[src/rtl/spi_rom_line_fetch_if.sv]
// SPI bus between the line fetcher (master) and the serial ROM (slave).
interface spi_rom_line_fetch_if;
    logic o_spi_cs_n;
    logic o_spi_sclk;
    logic o_spi_mosi;
    logic spi_miso;

    modport master (
        output o_spi_cs_n,
        output o_spi_sclk,
        output o_spi_mosi,
        input  spi_miso
    );

    modport slave (
        input  o_spi_cs_n,
        input  o_spi_sclk,
        input  o_spi_mosi,
        output spi_miso
    );
endinterface

[src/rtl/spi_rom_line_fetch.sv]
// Fetches the next scanline's bitmap from an SPI ROM during HBLANK and
// streams it out as 1-bit pixels, each bit held for PIX_W clocks.
module spi_rom_line_fetch #(
    parameter int          DATA_BITS   = 32,
    parameter int          PIX_W       = 20,
    parameter int          FETCH_START = 640,
    parameter int          V_VIEW      = 480,
    parameter logic [23:0] BASE_ADDR   = 24'h0,
    parameter logic [7:0]  READ_CMD    = 8'h03
) (
    input  logic                        clk,
    input  logic                        reset,
    input  logic [9:0]                  hpos,
    input  logic [9:0]                  vpos,
    input  logic                        hmax,
    input  logic                        vmax,
    input  logic                        visible,
    spi_rom_line_fetch_if.master        spi,
    output logic                        o_pixel,
    output logic                        o_busy,
    output logic                        o_underrun
);

    localparam int PC_W = (PIX_W > 1) ? $clog2(PIX_W) : 1;

    typedef enum logic [2:0] {
        ST_IDLE,
        ST_CMD,
        ST_ADDR,
        ST_DATA,
        ST_DONE
    } state_t;

    state_t                 state_q, state_d;
    logic                   cs_n_q, cs_n_d;
    logic                   sclk_q, sclk_d;
    logic                   mosi_q, mosi_d;
    logic                   underrun_q, underrun_d;
    logic [31:0]            out_q, out_d;
    logic [DATA_BITS-1:0]   fetch_q, fetch_d;
    logic [DATA_BITS-1:0]   disp_q, disp_d;
    logic [5:0]             bit_cnt_q, bit_cnt_d;
    logic [PC_W-1:0]        pix_cnt_q, pix_cnt_d;

    logic [9:0]             next_line;
    logic                   fetch_en;
    logic                   trigger;
    logic [23:0]            fetch_addr;

    always_comb begin
        next_line  = vmax ? 10'd0 : vpos + 10'd1;
        fetch_en   = next_line < 10'(V_VIEW);
        fetch_addr = BASE_ADDR + 24'(next_line) * 24'(DATA_BITS / 8);
        trigger    = (state_q == ST_IDLE) && (hpos == 10'(FETCH_START)) && fetch_en;
    end

    always_comb begin
        state_d    = state_q;
        cs_n_d     = cs_n_q;
        sclk_d     = sclk_q;
        mosi_d     = mosi_q;
        underrun_d = 1'b0;
        out_d      = out_q;
        fetch_d    = fetch_q;
        disp_d     = disp_q;
        bit_cnt_d  = bit_cnt_q;
        pix_cnt_d  = pix_cnt_q;

        // End of line wins over everything, including a coincident trigger.
        if (hmax) begin
            pix_cnt_d = '0;
            case (state_q)
                ST_DONE: begin
                    disp_d  = fetch_q;
                    state_d = ST_IDLE;
                end
                ST_IDLE: disp_d = '0;
                default: begin
                    cs_n_d     = 1'b1;
                    sclk_d     = 1'b0;
                    mosi_d     = 1'b0;
                    disp_d     = '0;
                    bit_cnt_d  = '0;
                    underrun_d = 1'b1;
                    state_d    = ST_IDLE;
                end
            endcase
        end else begin
            if (visible) begin
                if (pix_cnt_q == PC_W'(PIX_W - 1)) begin
                    pix_cnt_d = '0;
                    disp_d    = {disp_q[DATA_BITS-2:0], 1'b0};
                end else begin
                    pix_cnt_d = pix_cnt_q + PC_W'(1);
                end
            end

            case (state_q)
                ST_IDLE: begin
                    if (trigger) begin
                        cs_n_d    = 1'b0;
                        sclk_d    = 1'b0;
                        out_d     = {READ_CMD, fetch_addr};
                        mosi_d    = READ_CMD[7];
                        bit_cnt_d = '0;
                        state_d   = ST_CMD;
                    end
                end
                ST_CMD, ST_ADDR, ST_DATA: begin
                    if (!sclk_q) begin
                        sclk_d = 1'b1;
                    end else begin
                        // Once the 32 command/address bits are shifted out, out_q is zero, so mosi idles low in DATA.
                        sclk_d    = 1'b0;
                        bit_cnt_d = bit_cnt_q + 6'd1;
                        out_d     = {out_q[30:0], 1'b0};
                        mosi_d    = out_q[30];
                        if (state_q == ST_DATA)
                            fetch_d = {fetch_q[DATA_BITS-2:0], spi.spi_miso};
                        case (state_q)
                            ST_CMD: begin
                                if (bit_cnt_q == 6'd7) begin
                                    bit_cnt_d = '0;
                                    state_d   = ST_ADDR;
                                end
                            end
                            ST_ADDR: begin
                                if (bit_cnt_q == 6'd23) begin
                                    bit_cnt_d = '0;
                                    state_d   = ST_DATA;
                                end
                            end
                            default: begin
                                if (bit_cnt_q == 6'(DATA_BITS - 1)) begin
                                    bit_cnt_d = '0;
                                    cs_n_d    = 1'b1;
                                    state_d   = ST_DONE;
                                end
                            end
                        endcase
                    end
                end
                ST_DONE: ;
                default: state_d = ST_IDLE;
            endcase
        end
    end

    always_ff @(posedge clk or posedge reset) begin
        if (reset) begin
            state_q    <= ST_IDLE;
            cs_n_q     <= 1'b1;
            sclk_q     <= 1'b0;
            mosi_q     <= 1'b0;
            underrun_q <= 1'b0;
            out_q      <= '0;
            fetch_q    <= '0;
            disp_q     <= '0;
            bit_cnt_q  <= '0;
            pix_cnt_q  <= '0;
        end else begin
            state_q    <= state_d;
            cs_n_q     <= cs_n_d;
            sclk_q     <= sclk_d;
            mosi_q     <= mosi_d;
            underrun_q <= underrun_d;
            out_q      <= out_d;
            fetch_q    <= fetch_d;
            disp_q     <= disp_d;
            bit_cnt_q  <= bit_cnt_d;
            pix_cnt_q  <= pix_cnt_d;
        end
    end

    assign spi.o_spi_cs_n = cs_n_q;
    assign spi.o_spi_sclk = sclk_q;
    assign spi.o_spi_mosi = mosi_q;
    assign o_pixel        = visible & disp_q[DATA_BITS-1];
    assign o_busy         = (state_q == ST_CMD) || (state_q == ST_ADDR) || (state_q == ST_DATA);
    assign o_underrun     = underrun_q;

endmodule
[src/flat_wrapper.sv]
// flat-port wrapper written by rule: the top's interface ports become plain ports
module spi_rom_line_fetch_flat 
#(
    parameter int          DATA_BITS   = 32,
    parameter int          PIX_W       = 20,
    parameter int          FETCH_START = 640,
    parameter int          V_VIEW      = 480,
    parameter logic [23:0] BASE_ADDR   = 24'h0,
    parameter logic [7:0]  READ_CMD    = 8'h03
)
  (clk, reset, hpos, vpos, hmax, vmax, visible, o_pixel, o_busy, o_underrun, spi_o_spi_cs_n, spi_o_spi_sclk, spi_o_spi_mosi, spi_spi_miso);
  spi_rom_line_fetch_if spi_i ();
  input  logic clk;
  input  logic reset;
  input  logic [9:0] hpos;
  input  logic [9:0] vpos;
  input  logic hmax;
  input  logic vmax;
  input  logic visible;
  output logic o_pixel;
  output logic o_busy;
  output logic o_underrun;
  output wire logic [$bits(spi_i.o_spi_cs_n)-1:0] spi_o_spi_cs_n;
  output wire logic [$bits(spi_i.o_spi_sclk)-1:0] spi_o_spi_sclk;
  output wire logic [$bits(spi_i.o_spi_mosi)-1:0] spi_o_spi_mosi;
  input wire logic [$bits(spi_i.spi_miso)-1:0] spi_spi_miso;
  assign spi_o_spi_cs_n = spi_i.o_spi_cs_n;
  assign spi_o_spi_sclk = spi_i.o_spi_sclk;
  assign spi_o_spi_mosi = spi_i.o_spi_mosi;
  assign spi_i.spi_miso = spi_spi_miso;
  spi_rom_line_fetch #(.DATA_BITS(DATA_BITS), .PIX_W(PIX_W), .FETCH_START(FETCH_START), .V_VIEW(V_VIEW), .BASE_ADDR(BASE_ADDR), .READ_CMD(READ_CMD)) u_core (.clk(clk), .reset(reset), .hpos(hpos), .vpos(vpos), .hmax(hmax), .vmax(vmax), .visible(visible), .spi(spi_i), .o_pixel(o_pixel), .o_busy(o_busy), .o_underrun(o_underrun));
endmodule
[config.mk]
export PLATFORM = sky130hd
export DESIGN_NAME = spi_rom_line_fetch_flat
export DESIGN_NICKNAME = d
export VERILOG_FILES = /design/src/rtl/spi_rom_line_fetch_if.sv /design/src/rtl/spi_rom_line_fetch.sv /design/src/flat_wrapper.sv
export SDC_FILE = /design/constraint.sdc
export NUM_CORES = 1
export LEC_CHECK = 0
export BUFFER_PORTS_ARGS = -buffer_cell sky130_fd_sc_hd__buf_2
export CORE_MARGIN = 2
export CORE_UTILIZATION = 50
export DETAILED_ROUTE_END_ITERATION = 6
export GPL_TIMING_DRIVEN = 0
export MAX_ROUTING_LAYER = met4
export PLACE_DENSITY = 0.8
export SETUP_SLACK_MARGIN = 0.15
export SLEW_MARGIN = 20
export SYNTH_ARGS = -nofsm -noshare
export SYNTH_HDL_FRONTEND = slang
export SYNTH_SLANG_ARGS = --single-unit
export TNS_END_PERCENT = 5
[constraint.sdc]
create_clock -name clk -period 4.25 [get_ports clk]
set_input_delay 0.2125 -clock clk [delete_from_list [all_inputs] [get_ports clk]]
set_output_delay 0.2125 -clock clk [all_outputs]
set_load 0.01 [all_outputs]
==> results.cfg <==
[clocking]
cts_tree = built
clock_path_buffers = 2
clkTransAtPathRegs_ns = 0.10
clk_latency_ns = 0.38
hold_buffers = 1
cts_buffers = 9
cts.sink_count = 111
post_cts_buffers = 0
cts_resized = 0
clock-root-buffer = clkbuf_8
h-tree-depth = 3

[placed_design]
placed_cells = 705
dp_hpwl_um = 7510
gp_congestion = 0.962
port_buffers = 31

[yosys]
synth-main-ff-cell = dfrtp_1
synth_cells = 537
yosys.area.top_type = dfrtp_1
yosysSeqAreaShare_pct = 51.9
async_flop_share_pct = 100
synth_top_area_share_pct = 51.4
ys_ff_latch = 111
synth_edf_count = 0
ys_top_cells_by_area = dfrtp_1 51%, mux2_2 8.6%, o21ai_0 6.5%, nand2_1 4.3%, nor2b_1 4.2%
ys_types = 52
synthesis.area_um2 = 5360
syn_nets = 566
yosys_warnings = 0
avgSynthCellArea_um2 = 9.98

[power_and_ir_drop]
p_leak_nw = 2.62
peakVddDrop_v = 0.000224
powerDensity_nw_per_um2 = 431

[setup_path]
critPathCaptureType = output pin
crit_type = reg -> out
timing.rr.end = u_core.out_q[2]$_DFFE_PP0P_
critical_path.max_fanout = 10
crit_arrival_ns = 2.20
r2r_start = u_core.state_q[2]$_DFFE_PP0P_
rrSetupSlack_ns = 1.89
r2r_cells = 8
required_ns = 4.04
worstSetupEndpoint = o_busy
crit_start = u_core.state_q[2]$_DFFE_PP0P_
critPathLaunchType = register

[flow_run]
drv_cap = 0

[route]
drtPass1Iterations = 4
dr_total_vias = 4098
wl_per_cell_um = 14.5
totalWireLength_um = 10500
ant_nets = 0
drc = 0
drt_iter0_drc = 279
viasPerCell = 5.68

[sta]
finClkSkew_ns = 0.0105
period_needed_ns = 2.41
worst_pin_slew_ns = 0.717
fin_setup_tns_ns = 0
timing.fmax_mhz = 415
maxSlewViolCount = 0
hold_viol = 0
rsz0062_at_grt = no
finalCritPeriodShare_pct = 56.7
setup_viol = 0
maxSlewHeadroom_pct = 52.0

[layout]
area_delta_synth_final_pct = 10.5
final_cells = 722
fin_nets = 610
drive_above_1_share_pct = 17.4
antennaDiodeCount = 0
n_fill_cell = 885

[die]
fp-row-count = 37
io_pins = 32
core-area_um2 = 10400
die_area_um2 = 11600
die_x_um = 108
die_y_um = 108
start_util_pct = 51.7

[global_routing]
overflow = 0
grt_max_degree = 71
antenna_found_initial = 0
grt_pass1_vias = 4106
grt_pass1_wl_um = 18200
grt_use_total_pct = 20.0

[hold_path]
min_path_type = in -> reg

[outcome]
status = complete, no violations
-- worst min-delay path by stage --
| stage | from | slack [ns] | end | cells past startpoint |
|---|---|---|---|---|
| after floorplan | spi_spi_miso | 0.36 | u_core.fetch_q[0]$_DFFE_PP0P_ | 1 |
| after detailed placement | reset | 0.24 | u_core.fetch_q[5]$_DFFE_PP0P_ | 2 |
| after global placement | u_core.disp_q[4]$_DFFE_PP0P_ | 0.45 | u_core.disp_q[4]$_DFFE_PP0P_ | 2 |
| after CTS | spi_spi_miso | 0.05 | u_core.fetch_q[0]$_DFFE_PP0P_ | 2 |
| final | spi_spi_miso | 0.06 | u_core.fetch_q[0]$_DFFE_PP0P_ | 2 |
| after global routing | spi_spi_miso | 0.05 | u_core.fetch_q[0]$_DFFE_PP0P_ | 2 |
-- stage by stage --
step	hold WS (ns)	cell area, um^2	setup WS [ns]	total power [W]	util (%)
2_1_floorplan	0.363	5360	1.11	0.00177	-
3_3_place_gp	0.453	5680	-0.00782	0.00192	54.8
3_5_place_dp	0.244	5720	1.91	0.00196	55.1
4_1_cts	0.0481	5920	1.82	0.00257	57.1
5_1_grt	0.0452	5920	1.62	0.00272	57.1
6_report	0.0610	5920	1.84	0.00255	57.1
-- critical path, stage by stage, from the launching register on --
cell	delay (ns)
dfrtp_1	0.37
clkbuf_1	0.16
buf_2	0.23
nor2_1	0.42
clkbuf_1	0.42
buf_2	0.22
-- sequential cells by signal, indices dropped and copies added (netlist names), 3 cells and up --
signal,cells
u_core.disp_q,32
u_core.out_q,29
u_core.bit_cnt_q,6
u_core.pix_cnt_q,5
u_core.fetch_q,32
u_core.state_q,3
-- cell usage after synthesis (all sizes together), types with 3 or more instances --
library cell / number
dfrtp: 110
xor2: 3
o2111ai: 3
nand2b: 4
xnor2: 8
inv: 22
nand2: 62
nor2b: 36
and3: 4
or4: 17
or3: 4
nor3: 11
nand3: 7
nor2: 12
and2: 6
mux2: 42
nand4: 4
nor3b: 4
o21a: 3
o21ai: 70
clkbuf: 26
ha: 3
a21oi: 40
buf: 7
mux2i: 3
o31ai: 3
-- cell usage in the layout, fill, tap and decap left out, types with 6 or more instances in the layout --
cell        n
a21oi_1    39
and2_1      6
buf_2      34
clkbuf_1   27
clkbuf_8   11
dfrtp_1   110
inv_1      21
mux2_2     41
nand2_1    62
nand3_1     6
nor2_1     12
nor2b_1    36
nor3_1     10
o21ai_0    70
or4_1      17
xnor2_1     8
-- logic make-up (layout without fill, tap and decap cells) --
logic type | after synthesis | after routing | synth area share (%)
AOI/OAI and AO/OA | 134 | 134 | 14.2
muxes | 45 | 45 | 9.39
DFF | 111 | 111 | 51.9
xor gates and xnor gates | 11 | 11 | 1.80
buffers and inverters | 55 | 104 | 4.20
and+or+nand+nor | 178 | 178 | 17.9
adders and majority gates | 3 | 3 | 0.701
-- cell type report --
class,count,area (um^2),share of cell area [%]
Sequential cell,111,2780,47.0
Multi-Input combinational cell,371,2350,39.8
Timing Repair Buffer,33,193,3.26
Tap cell,136,170,2.88
Clock buffer,12,155,2.62
Buffer,33,143,2.41
Inverter,22,87.6,1.48
Clock inverter,4,37.5,0.634
-- power breakdown --
group / switching (W) / leakage, nW / internal (W) / total, W
combinational: 0.000387 / 1.02 / 0.000250 / 0.000637
sequential: 0.0000835 / 1.50 / 0.00122 / 0.00130
clock: 0.000355 / 0.0991 / 0.000254 / 0.000609
-- routing by layer --
layer / share of wire (%) / vias up / GRT usage, %
met5: 0 / - / -
met4: 1.4 / 0 / 5.40
met3: 4.2 / 18 / 4.66
met2: 50 / 108 / 33.8
met1: 44 / 1998 / 24.2
li1: - / 1974 / -
Note: power is estimated with default switching activity, not from simulation.
